`src/rtl/demux_pkg.sv`:
```
`default_nettype none
// ---------------------------------------------------------------------------
// Module : demux_pkg
// Brief  : Shared defaults and counter width for the stream demultiplexer.
// Rev    : 1.0
// ---------------------------------------------------------------------------
package demux_pkg;

  localparam int unsigned C_DEF_WIDTH    = 8;
  localparam int unsigned C_DEF_CHANNELS = 8;
  localparam int unsigned C_CNT_W        = 16;

  typedef logic [C_CNT_W-1:0] beat_cnt_t;

endpackage : demux_pkg
`default_nettype wire

```
`src/rtl/demux_chan_reg.sv`:
```
`default_nettype none
// ---------------------------------------------------------------------------
// Module : demux_chan_reg
// Brief  : Single-entry output register for one demux channel.
// Rev    : 1.0
// ---------------------------------------------------------------------------
module demux_chan_reg #(
  parameter int unsigned WIDTH = 8
) (
  input  logic             clk,
  input  logic             rst_n,
  input  logic             load,
  input  logic [WIDTH-1:0] data_in,
  input  logic             ready,
  output logic             valid,
  output logic [WIDTH-1:0] data_out
);

  logic             r_valid;
  logic [WIDTH-1:0] r_data;

  // A load in the same cycle as a drain wins, keeping the channel full.
  always_ff @(posedge clk or negedge rst_n) begin
    if (!rst_n) begin
      r_valid <= 1'b0;
      r_data  <= '0;
    end else if (load) begin
      r_valid <= 1'b1;
      r_data  <= data_in;
    end else if (ready) begin
      r_valid <= 1'b0;
    end
  end

  assign valid    = r_valid;
  assign data_out = r_data;

endmodule : demux_chan_reg
`default_nettype wire

```
`src/rtl/demux_stream.sv`:
```
`default_nettype none
// ---------------------------------------------------------------------------
// Module : demux_stream
// Brief  : Unicast/broadcast stream demultiplexer with per-channel register.
// Rev    : 1.0
// ---------------------------------------------------------------------------
module demux_stream
  import demux_pkg::*;
#(
  parameter int unsigned WIDTH    = C_DEF_WIDTH,
  parameter int unsigned CHANNELS = C_DEF_CHANNELS,
  parameter int unsigned SELW     = $clog2(CHANNELS)
) (
  input  logic                      clk,
  input  logic                      rst_n,
  input  logic                      in_valid,
  input  logic [WIDTH-1:0]          in_data,
  input  logic [SELW-1:0]           in_sel,
  input  logic                      in_bcast,
  output logic                      in_ready,
  output logic [CHANNELS-1:0]       out_valid,
  output logic [CHANNELS*WIDTH-1:0] out_data,
  input  logic [CHANNELS-1:0]       out_ready,
  output logic                      sel_err,
  output logic [C_CNT_W-1:0]        beat_cnt
);

  logic [CHANNELS-1:0]      w_free;
  logic [CHANNELS-1:0]      w_load;
  logic [(1<<SELW)-1:0]     w_free_ext;
  logic                     w_in_range;
  logic                     w_accept;
  logic                     r_sel_err;
  beat_cnt_t                r_beat_cnt;

  assign w_free = ~out_valid | out_ready;

  // With a power-of-two channel count every select value is legal.
  generate
    if ((1 << SELW) == CHANNELS) begin : g_pow2
      assign w_in_range = 1'b1;
    end else begin : g_range_chk
      localparam logic [SELW:0] c_channels = (SELW+1)'(CHANNELS);
      assign w_in_range = ({1'b0, in_sel} < c_channels);
    end
  endgenerate

  always_comb begin
    w_free_ext                 = '0;
    w_free_ext[CHANNELS-1:0]   = w_free;
  end

  always_comb begin
    if (in_bcast)        in_ready = &w_free;
    else if (w_in_range) in_ready = w_free_ext[in_sel];
    else                 in_ready = 1'b1;
  end

  assign w_accept = in_valid & in_ready;

  generate
    for (genvar k = 0; k < CHANNELS; k++) begin : g_chan
      assign w_load[k] = w_accept & (in_bcast | (w_in_range & (in_sel == SELW'(k))));

      demux_chan_reg #(
        .WIDTH (WIDTH)
      ) u_chan (
        .clk      (clk),
        .rst_n    (rst_n),
        .load     (w_load[k]),
        .data_in  (in_data),
        .ready    (out_ready[k]),
        .valid    (out_valid[k]),
        .data_out (out_data[k*WIDTH +: WIDTH])
      );
    end
  endgenerate

  // Dropped out-of-range beats flag an error but never count.
  always_ff @(posedge clk or negedge rst_n) begin
    if (!rst_n) begin
      r_sel_err  <= 1'b0;
      r_beat_cnt <= '0;
    end else begin
      r_sel_err <= w_accept & ~in_bcast & ~w_in_range;
      if (w_accept & (in_bcast | w_in_range))
        r_beat_cnt <= r_beat_cnt + 1'b1;
    end
  end

  assign sel_err  = r_sel_err;
  assign beat_cnt = r_beat_cnt;

endmodule : demux_stream
`default_nettype wire

```
`config.mk`:
```
export PLATFORM = sky130hd
export DESIGN_NAME = demux_stream
export DESIGN_NICKNAME = d
export VERILOG_FILES = /design/src/rtl/demux_pkg.sv /design/src/rtl/demux_chan_reg.sv /design/src/rtl/demux_stream.sv
export SDC_FILE = /design/constraint.sdc
export NUM_CORES = 1
export LEC_CHECK = 0
export CAP_MARGIN = 20
export CORE_ASPECT_RATIO = 0.7
export CORE_MARGIN = 2
export CORE_UTILIZATION = 50
export CTS_BUF_LIST = sky130_fd_sc_hd__clkbuf_4 sky130_fd_sc_hd__clkbuf_8
export CTS_CLUSTER_DIAMETER = 50
export DETAILED_ROUTE_END_ITERATION = 6
export PLACE_DENSITY = 0.84
export SKIP_CTS_REPAIR_TIMING = 1
export SYNTH_ARGS = -nofsm -noshare
export SYNTH_HDL_FRONTEND = slang
export SYNTH_SLANG_ARGS = --single-unit
```
`constraint.sdc`:
```
create_clock -name clk -period 4.1 [get_ports clk]
set_clock_uncertainty 0.05 [all_clocks]
set_input_delay 0.41 -clock clk [delete_from_list [all_inputs] [get_ports clk]]
set_output_delay 0.41 -clock clk [all_outputs]
set_load 0.02 [all_outputs]
```
==> results.py, run 1 <==
metrics = {
    "critical_path": {
        "cp_cell_sequence": "clkdlybuf4s50_1 > or3b_1 > a21oi_1 > o32ai_2 > o211ai_4 > or2_1 > mux2_2",
        "worst_setup_path_end_kind": "flip-flop",
        "path_delay_family": "compound AO/OA/AOI/OAI gates",
        "start_kind": "input port",
        "critPathMaxStageDelay_ns": 0.67,
        "slowest_stage": "o211ai_4",
        "cp_max_fo": 26,
        "path_buf_inv": 1,
        "cp_data_arrival_time_ns": 3.27,
        "crit_type": "input port to flip-flop",
        "required_ns": 4.28,
    },
    "sta": {
        "finalMaxSlewViolations": 0,
        "hold_viol": 0,
        "worst_slew_pin_slew_ns": 0.809,
        "final.setup.tns_ns": 0,
        "setup_viol": 0,
        "finalCriticalPeriod_ns": 3.08,
        "fin_crit_sh": 0.752,
        "slew_headroom": 0.458,
        "fmax_mhz": 324,
        "rsz0062_at_grt": "no",
        "whs_ns": 0.455,
    },
    "power_and_ir_drop": {
        "p_leak_nw": 2.16,
        "sequentialPowerShare": 0.402,
        "swShare": 0.338,
        "ir_worst_vdd_mv": 0.379,
        "p_clk_frac": 0.205,
        "p_sw_mw": 1.08,
        "p_per_area_nw_per_um2": 624,
        "pwr-share-comb": 0.393,
        "p_int_mw": 2.11,
    },
    "yosys": {
        "synth_nets": 296,
        "synth_top_area_share": 0.583,
        "avgSynthCellArea_um2": 13.9,
        "yosys-top-cells-area": "dfrtp_1 58%, mux2_2 17%, mux2_4 3.2%",
        "synth_edf_count": 0,
        "yosys.cell_types.count": 38,
        "netlist_area_um2": 3780,
        "synth_cells": 272,
        "synth_warnings": 0,
        "synthArstFlopShare": 1.00,
        "ys_seq_area_frac": 0.583,
        "yosys_register_bits": 88,
        "synth_common_cells": "88 x dfrtp_1, 57 x mux2_2, 13 x xor2_1",
        "yosysMostFrequentCell": "dfrtp_1",
        "synth_largest_area_cell": "dfrtp_1",
        "synth-main-ff-cell": "dfrtp_1",
    },
    "route": {
        "dr_total_vias": 2527,
        "via_per_inst": 5.26,
        "dr.pass1.iters": 4,
        "ant_nets": 0,
        "drtIter0Drc": 110,
        "wl_per_cell_um": 18.8,
        "drc": 0,
        "routed_wirelength_um": 9030,
    },
    "job": {
        "maxCapViolations": 0,
    },
    "grt": {
        "antenna_found_initial": 0,
        "grt_overflow": 0,
        "grtUsageTotal": 0.227,
        "grt_max_degree": 89,
        "grt_pass1_wl_um": 14300,
        "grt_pass1_vias": 2511,
    },
    "clock_network": {
        "cts_num_sinks": 88,
        "clockBufferDepth": 2,
        "cts_tree": "built",
        "clkTransAtPathRegs_ns": 0.09,
        "clk-insertion-delay-late_ns": 0.35,
        "cts-buffers-inserted": 9,
        "cts-htree-levels": 3,
        "clockRootBuffer": "clkbuf_8",
    },
    "floorplanning": {
        "die_h_um": 76.7,
        "io_pins": 113,
        "coreArea_um2": 7320,
        "initial_utilization": 0.516,
        "die_area_um2": 8280,
        "row_count": 26,
        "die-width_um": 108,
    },
    "layout": {
        "antenna_cells": 0,
        "syn_to_final_growth_pct": 35.4,
        "layout-drive-gt1-share": 0.241,
        "fin_nets": 401,
    },
    "status": {
        "status": "complete, no violations",
    },
    "placed_design": {
        "dp.final_hpwl_um": 6160,
        "port_buffers": 111,
        "gp_congestion": 0.873,
    },
    "hold_path": {
        "hold_class": "flip-flop to flip-flop",
    },
}
## cell type report
| cell class | instances | area [µm²] |
|---|---|---|
| Clock buffer | 11 | 139 |
| Inverter | 1 | 3.75 |
| Tap cell | 98 | 123 |
| Multi-Input combinational cell | 164 | 1420 |
| Sequential cell | 88 | 2200 |
| Clock inverter | 5 | 81.3 |
| Fill cell | 529 | 2200 |
| Timing Repair Buffer | 113 | 1150 |
## sequential cells by signal, indices dropped and copies added, names as in the netlist
| name | cells |
|---|---|
| beat_cnt | 16 |
| g_chan.u_chan.data_out | 64 |
| g_chan.u_chan.valid | 8 |
## power by group through the flow
stage | Sequential (mW) | Combinational [mW] | Clock, mW
2_1_floorplan | 1.55 | 0.374 | 0
3_3_place_gp | 1.29 | 1.23 | 0
3_5_place_dp | 1.30 | 1.25 | 0
4_1_cts | 1.28 | 1.26 | 0.670
5_1_grt | 1.32 | 1.32 | 0.701
6_report | 1.28 | 1.25 | 0.655
## logic make-up (layout without fill, tap and decap cells)
group                      after synthesis  count (layout)  share of synthesized area
muxes                                   65              65                      0.202
xor gates and xnor gates                15              15                     0.0348
AOI/OAI and AO/OA                       20              20                     0.0417
adders and majority gates                1               1                    0.00331
buffers and inverters                   20             130                     0.0411
other                                    1               1                   0.000993
and+or+nand+nor                         62              62                     0.0934
DFF                                     88              88                      0.583
## placed cells by master, fill, tap and decap left out, drive strengths merged, types with 3 or more instances in the layout
master,n
nand3,9
clkdlybuf4s50,110
nor2,11
nand2,8
o21ai,5
or2,4
nor3,7
dfrtp,88
a21oi,7
nand2b,10
nand4,3
xor2,13
and3,4
clkbuf,11
mux2,65
## final timing paths
| kind | from | endpoint | slack, ns | depth (start not counted) |
|---|---|---|---|---|
| setup / recovery | in_sel[1] | g_chan[6].u_chan.data_out[6] | 1.02 | 7 |
| hold / removal | beat_cnt[15] | beat_cnt[15] | 0.45 | 1 |
| setup reg to reg | g_chan[4].u_chan.valid | g_chan[6].u_chan.data_out[6] | 1.32 | 6 |
| hold reg to reg | beat_cnt[15] | beat_cnt[15] | 0.45 | 1 |
| max in group asynchronous | rst_n | g_chan[5].u_chan.data_out[6] | 2.91 | 3 |
| min in group asynchronous | rst_n | g_chan[0].u_chan.data_out[5] | 0.46 | 2 |
## through the flow
step	instance area, µm²	util	setup WS, ns	cells	total power [mW]
2_1_floorplan	3780	-	1.89	272	1.92
5_1_grt	5110	0.699	0.858	480	3.34
3_3_place_gp	4860	0.664	0.808	462	2.52
3_5_place_dp	4860	0.664	0.671	462	2.55
4_1_cts	5080	0.694	1.04	478	3.21
6_report	5110	0.699	1.02	480	3.19
## per-layer routing
layer,track usage,wire [µm]
met5,0,0
met3,0.0918,952
met2,0.314,3900
met1,0.339,4140
met4,0.0462,40
(Power assumes the default switching activity.)
==> run 2, diff against run 1 <==
CORE_UTILIZATION = 49   (was 50)
PLACE_DENSITY = 0.83   (was 0.84)
clock period = 3.15 ns   (was 4.1 ns; I/O delays follow)
==> run 2 against run 1 <==
  * First-iteration DRC count shrank 4.5%
  * Register-to-register slack lost 0.63 ns
  * Wire length shrank 0.35%
  * Sequential share of layout area is essentially flat
  * Sequential power grew 30%
  * Hold slack lost 0.046 ns
  * Cell count grew 1.0%
  * Global-route usage shrank 0.20 points
  * Critical path depth shrank 1
==> results.py, run 2 (same netlist as run 1, synthesis figures left out) <==
metrics = {
    "layout": {
        "final_cell_mix": "110 x clkdlybuf4s50_1, 88 x dfrtp_1, 57 x mux2_2, 13 x xor2_1, 10 x nand2b_1",
        "seq_area_um2": 2200,
        "nFillCells": 559,
        "syn_to_final_growth_pct": 35.5,
        "layout-drive-gt1-share": 0.251,
        "final_common_cell": "clkdlybuf4s50_1",
        "multi_input_area_um2": 1420,
        "fin_nets": 406,
        "finalInstanceArea_um2": 5120,
        "fin_cells": 485,
        "antenna_cells": 0,
        "largest_reg_flops": 64,
    },
    "power_and_ir_drop": {
        "p_clk_frac": 0.174,
        "pwr-share-comb": 0.409,
        "p_sw_mw": 1.39,
        "p_int_mw": 2.62,
        "swShare": 0.347,
        "p_leak_nw": 2.17,
        "ir_worst_vdd_mv": 0.552,
        "p_per_area_nw_per_um2": 783,
        "sequentialPowerShare": 0.417,
    },
    "clock_network": {
        "cts-htree-levels": 3,
        "cts-buffers-inserted": 9,
        "clockRootBuffer": "clkbuf_8",
        "clockBufferDepth": 2,
        "cts_tree": "built",
        "clkTransAtPathRegs_ns": 0.08,
        "cts_num_sinks": 88,
        "clk-insertion-delay-late_ns": 0.35,
    },
    "placed_design": {
        "dp.final_hpwl_um": 6340,
        "gp_congestion": 0.875,
        "dp.cells": 467,
        "port_buffers": 111,
        "placed_area_um2": 4910,
    },
    "sta": {
        "fin_crit_sh": 0.909,
        "finalCriticalPeriod_ns": 2.86,
        "hold_viol": 0,
        "fmax_mhz": 349,
        "rsz0062_at_grt": "no",
        "setup_viol": 0,
        "finalMaxSlewViolations": 0,
        "whs_ns": 0.409,
        "slew_headroom": 0.571,
        "worst_slew_pin_slew_ns": 0.643,
        "final.setup.tns_ns": 0,
    },
    "route": {
        "routed_wirelength_um": 9000,
        "wl_per_cell_um": 18.6,
        "drc": 0,
        "dr.pass1.iters": 4,
        "dr_total_vias": 2554,
        "ant_nets": 0,
        "drtIter0Drc": 105,
        "via_per_inst": 5.27,
    },
    "job": {
        "maxCapViolations": 0,
    },
    "grt": {
        "grt_pass1_vias": 2708,
        "grt_overflow": 0,
        "grt_pass1_wl_um": 14400,
        "grt_max_degree": 89,
        "grtUsageTotal": 0.225,
        "antenna_found_initial": 0,
    },
    "floorplanning": {
        "io_pins": 113,
        "initial_utilization": 0.512,
        "row_count": 26,
        "die_h_um": 77.5,
        "die_area_um2": 8440,
        "coreArea_um2": 7380,
        "die-width_um": 109,
    },
    "critical_path": {
        "crit_type": "input port to output port",
        "cp_max_fo": 10,
        "start_kind": "input port",
        "required_ns": 2.78,
        "worst_setup_path_end_kind": "output port",
        "cp_data_arrival_time_ns": 2.50,
    },
    "status": {
        "status": "complete, no violations",
    },
    "hold_path": {
        "hold_class": "input port to async pin",
    },
}
==> run 2: cell types whose count changed in the layout (fill, tap and decap cells not counted), sizes merged <==
cell | previous run | this run
clkbuf | 11 | 13
bufinv | 2 | 0
clkinv | 2 | 3
buf | 2 | 7
clkinvlp | 1 | 0
==> run 2: through the flow <==
stage	power [mW]	utilization	setup slack (ns)
2_1_floorplan	2.50	-	1.04
3_3_place_gp	3.29	0.665	0.205
3_5_place_dp	3.33	0.665	0.149
4_1_cts	4.04	0.688	0.306
5_1_grt	4.21	0.693	0.185
6_report	4.01	0.693	0.285
==> run 2: path summary, 6_finish.rpt <==
check / start / end / slack [ns] / cells after the start
hold / removal: rst_n / beat_cnt[4] / 0.41 / 2
max in group asynchronous: rst_n / g_chan[1].u_chan.data_out[1] / 2.02 / 3
min in group clk: beat_cnt[15] / beat_cnt[15] / 0.43 / 1
setup / recovery: in_sel[1] / in_ready / 0.29 / 6
hold reg to reg: beat_cnt[15] / beat_cnt[15] / 0.43 / 1
setup reg to reg: g_chan[3].u_chan.valid / g_chan[0].u_chan.data_out[1] / 0.69 / 6
==> run 2: per-layer routing <==
metal / GRT usage / vias up / routed length, µm
met5: 0 / - / 0
met4: 0.0333 / 0 / 57
met3: 0.0992 / 7 / 857
met2: 0.339 / 93 / 4040
met1: 0.309 / 1293 / 4040
li1: - / 1161 / -
==> run 2: layout make-up <==
cell class / count / area share
inverters: 1 / 0.000733
flip-flops and latches: 88 / 0.430
clock buffers: 13 / 0.0301
well taps: 98 / 0.0240
clock inverters: 3 / 0.00367
repair buffers: 118 / 0.234
multi-input cells: 164 / 0.278
==> run 2: power by group through the flow <==
stage | Clock [mW] | Sequential, mW | Combinational (mW)
floorplan | 0 | 2.02 | 0.487
global placement | 0 | 1.67 | 1.62
detailed placement | 0 | 1.69 | 1.64
CTS | 0.715 | 1.67 | 1.65
global route | 0.768 | 1.71 | 1.73
finish | 0.697 | 1.67 | 1.64
==> run 2: worst max-delay path, stage by stage <==
cell	delay, ns
clkdlybuf4s50_1	0.65
nand2b_1	0.19
o22ai_1	0.11
o32ai_2	0.37
o21a_1	0.23
clkdlybuf4s50_1	0.63
==> RTL change 1 (settings of run 2) <==
`C_DEF_CHANNELS`: 8 -> 16.
--- a/src/rtl/demux_pkg.sv
+++ b/src/rtl/demux_pkg.sv
@@ -7,7 +7,7 @@
 package demux_pkg;
 
   localparam int unsigned C_DEF_WIDTH    = 8;
-  localparam int unsigned C_DEF_CHANNELS = 8;
+  localparam int unsigned C_DEF_CHANNELS = 16;
   localparam int unsigned C_CNT_W        = 16;
 
   typedef logic [C_CNT_W-1:0] beat_cnt_t;
Interface: changed (resized in_sel, out_data, out_ready and out_valid); port bits go from 113 to 194. The function was not compared with the original's and may differ.
==> RTL change 1 against run 2 <==
Total power rose by 83%. Area after synthesis rose by 85%. Sequential cell count rose by 72. Cell area rose by 86%. Critical path depth rose by 2. Sequential power rose by 78%. Setup slack improved by 0.12 ns. Wire length rose by 97%. Hold slack improved by 0.021 ns. Die area rose by 80%. Critical path type unchanged. Critical endpoint unchanged. Highest routed layer unchanged.
==> RTL change 1: results <==
set metrics [dict create \
    status "finished, final reports clean" \
    leakagePower_nw 4.073 \
    synth_common_cells "dfrtp_1, mux2_2, mux2_4" \
    placement.io_buffers 192 \
    hold_path.class "reg -> reg" \
    ctsHtreeMaxLevel 4 \
    placed_cell_area_um2 9105 \
    arrival_ns 2.38 \
    place_hpwl_mm 12.59 \
    syn_inst 484 \
    vias 4593 \
    wl_met3_mm 1.458 \
    synthDistinctLibCells 43 \
    cp_slowest_stage_delay_ns 0.48 \
    ys_top_cells_by_area "dfrtp_1, mux2_2, mux2_4" \
    grt_first_pass_wirelength_mm 28.48 \
    dpl.cell_count 844 \
    clkLatencyLatePin_ns 0.44 \
    slowest_stage "mux4_2" \
    wl_met1_mm 8.149 \
    max-slew-margin-rel 0.3720 \
    drtIter0Drc 242 \
    crit_family "simple AND/OR/NAND/NOR gates" \
    wirelength_mm 17.73 \
    via_per_inst 5.237 \
]
==> RTL change 1: power by group <==
part	internal, mW	total, mW	switching, mW
sequential	2.61	2.97	0.365
combinational	1.53	2.90	1.38
clock	0.662	1.48	0.815
==> RTL change 1: path summary, 6_finish.rpt <==
check | from | end | slack [ns] | cells past startpoint
max | out_ready[14] | in_ready | 0.40 | 8
min | beat_cnt[15]$_DFFE_PN0P_ | beat_cnt[15]$_DFFE_PN0P_ | 0.43 | 1
max reg2reg | g_chan[9].u_chan.valid$_DFFE_PN0P_ | g_chan[1].u_chan.data_out[4]$_DFFE_PN0P_ | 0.47 | 6
min reg2reg | beat_cnt[15]$_DFFE_PN0P_ | beat_cnt[15]$_DFFE_PN0P_ | 0.43 | 1
max in group asynchronous | rst_n | beat_cnt[3]$_DFFE_PN0P_ | 1.73 | 3
min in group asynchronous | rst_n | g_chan[6].u_chan.data_out[6]$_DFFE_PN0P_ | 0.48 | 2
==> RTL change 1: routing by layer <==
| metal | vias to the layer above | GRT usage |
|---|---|---|
| met5 | - | 0 |
| met2 | 187 | 0.3645 |
| li1 | 2076 | - |
| met3 | 13 | 0.07974 |
| met1 | 2317 | 0.3448 |
| met4 | 0 | 0.05825 |
==> RTL change 1: cells by family after synthesis <==
group	synth area share
and+or+nand+nor	0.05937
muxes	0.2309
buffers and inverters	0.03677
adders and majority gates	0.001793
AOI/OAI and AO/OA	0.07785
other	0.0005376
DFF	0.5740
xor gates and xnor gates	0.01883
==> RTL change 1: final cells by class <==
class,count,share of cell area
well taps,190,0.02500
clock inverters,14,0.01553
clock buffers,18,0.02539
repair buffers,211,0.2259
inverters,4,0.001579
multi-input cells,280,0.2855
flip-flops and latches,160,0.4211
==> RTL change 2 (flow settings as in run 2) <==
Made on the original files. Make the reset (`rst_n`) synchronous in 2 clocked blocks.
--- a/src/rtl/demux_chan_reg.sv
+++ b/src/rtl/demux_chan_reg.sv
@@ -20,7 +20,7 @@
   logic [WIDTH-1:0] r_data;
 
   // A load in the same cycle as a drain wins, keeping the channel full.
-  always_ff @(posedge clk or negedge rst_n) begin
+  always_ff @(posedge clk) begin
     if (!rst_n) begin
       r_valid <= 1'b0;
       r_data  <= '0;
--- a/src/rtl/demux_stream.sv
+++ b/src/rtl/demux_stream.sv
@@ -77,7 +77,7 @@
   endgenerate
 
   // Dropped out-of-range beats flag an error but never count.
-  always_ff @(posedge clk or negedge rst_n) begin
+  always_ff @(posedge clk) begin
     if (!rst_n) begin
       r_sel_err  <= 1'b0;
       r_beat_cnt <= '0;
Function: differs if rst_n is asserted again (counterexample within 4 cycles, from zero or initial values and one cycle with rst_n low); with rst_n held inactive, the same outputs for 10 cycles.
==> RTL change 2 against run 2 <==
Die area grew 5.0%. Sequential share of layout area shrank 9.3 points. Sequential cell count is the same. Via count grew 30%. Cell area grew 1.9%. Wire length grew 14%. Setup slack lost 0.062 ns. Area after synthesis grew 5.3%. Critical endpoint unchanged. Largest cell class is now multi-input gates.
Power is not compared: it rests on default switching activity, and its combinational part moved more than twofold at a synthesized area within 25%.
==> RTL change 2: results <==
set metrics [dict create \
    timing.rr.end "g_chan[0].u_chan.data_out[1]$_SDFFE_PN0P_" \
    ctsHtreeMaxLevel 3 \
    instances_no_fill 609 \
    wirelength_mm 10.25 \
    fmax_mhz 341.7 \
    grt_pass1_vias 3229 \
    drt-pass1-iter-count 5 \
    dpl.cell_count 593 \
    pre_cts_ws_ns 0.2276 \
    ys.flop_type "dfxtp_1" \
    reg2reg_from "g_chan[6].u_chan.valid$_SDFFE_PN0P_" \
    rrSetupSlack_ns 0.93 \
    synth_async_sr_flop_share 0 \
    drive_gt1_frac 0.07087 \
    cp-startpoint "in_sel[0]" \
    nets 527 \
    avgSynthCellArea_um2 9.675 \
    arrival_ns 2.56 \
    place_hpwl_mm 7.406 \
    hold_path.class "reg -> reg" \
    crit_path_max_fanout 11 \
    drtIter0Drc 213 \
    rr_worst_depth 7 \
    vias 3325 \
    cp_slowest_stage_delay_ns 0.60 \
    fillers 663 \
    synthDistinctLibCells 45 \
    status "finished, final reports clean" \
    fin_util 0.6625 \
    placed_cell_area_um2 4986 \
    place_congestion 0.8780 \
    seq_area_frac_synth 0.4430 \
    ys_top_cells_by_area "dfxtp_1, mux2i_1, nand2_1" \
    grt_first_pass_wirelength_mm 16.24 \
    syn_nets 435 \
    synth_common_cells "nand2_1, dfxtp_1, mux2i_1" \
]
[RTL change 2: cell types whose count changed after synthesis, sizes merged, moves of 5 or more]
cell / change
dfrtp: -88
dfxtp: +88
nand2: +86
mux2i: +78
mux2: -65
a31oi: +23
xor2: -13
buf: +12
nor2: -10
o21a: +6
nor3: -5
[RTL change 2: final cells by class]
class,count,area share
Clock inverter,4,0.01464
Clock buffer,12,0.02927
Timing Repair Buffer,121,0.2270
Multi-Input combinational cell,278,0.3635
Tap cell,101,0.02423
Inverter,5,0.003599
Sequential cell,88,0.3378
[RTL change 2: worst min path at each step]
stage / endpoint / startpoint / slack, ns
after floorplan: g_chan[6].u_chan.valid$_SDFFE_PN0P_ / g_chan[6].u_chan.valid$_SDFFE_PN0P_ / 0.47
after global placement: g_chan[0].u_chan.data_out[7]$_SDFFE_PN0P_ / g_chan[0].u_chan.data_out[7]$_SDFFE_PN0P_ / 0.39
after detailed placement: g_chan[2].u_chan.data_out[3]$_SDFFE_PN0P_ / g_chan[2].u_chan.data_out[3]$_SDFFE_PN0P_ / 0.40
after CTS: g_chan[5].u_chan.data_out[6]$_SDFFE_PN0P_ / g_chan[5].u_chan.data_out[6]$_SDFFE_PN0P_ / 0.41
after global routing: g_chan[3].u_chan.data_out[1]$_SDFFE_PN0P_ / g_chan[3].u_chan.data_out[1]$_SDFFE_PN0P_ / 0.43
final: g_chan[5].u_chan.data_out[0]$_SDFFE_PN0P_ / g_chan[5].u_chan.data_out[0]$_SDFFE_PN0P_ / 0.41
[RTL change 2: logic make-up after synthesis]
| family | share of synthesized area |
|---|---|
| buf+inv | 0.08181 |
| fa+ha+maj | 0.003146 |
| other cells | 0.0009431 |
| flops | 0.4430 |
| mux | 0.1964 |
| compound gates | 0.08748 |
| simple gates | 0.1872 |
[RTL change 2: worst register-to-register path, cell delays in order, from the launching register on]
cell and delay (ns):
dfxtp_1 0.35, and4bb_4 0.22, a2111oi_4 0.35, buf_4 0.19, nand3_4 0.21, a31oi_2 0.32, buf_4 0.25, mux2i_1 0.21
[RTL change 2: power by group]
part / switching (mW) / internal, mW / total, mW
Sequential: 0.0407 / 1.18 / 1.22
Combinational: 0.275 / 0.232 / 0.507
Clock: 0.393 / 0.490 / 0.883
Total: 0.709 / 1.90 / 2.61
[RTL change 2: routing by layer]
metal	global-route usage	part of all wire	vias up
met2	0.3570	0.44	131
met1	0.3103	0.46	1581
met3	0.07973	0.080	16
met5	0	0	-
met4	0.06420	0.013	0
li1	-	-	1597
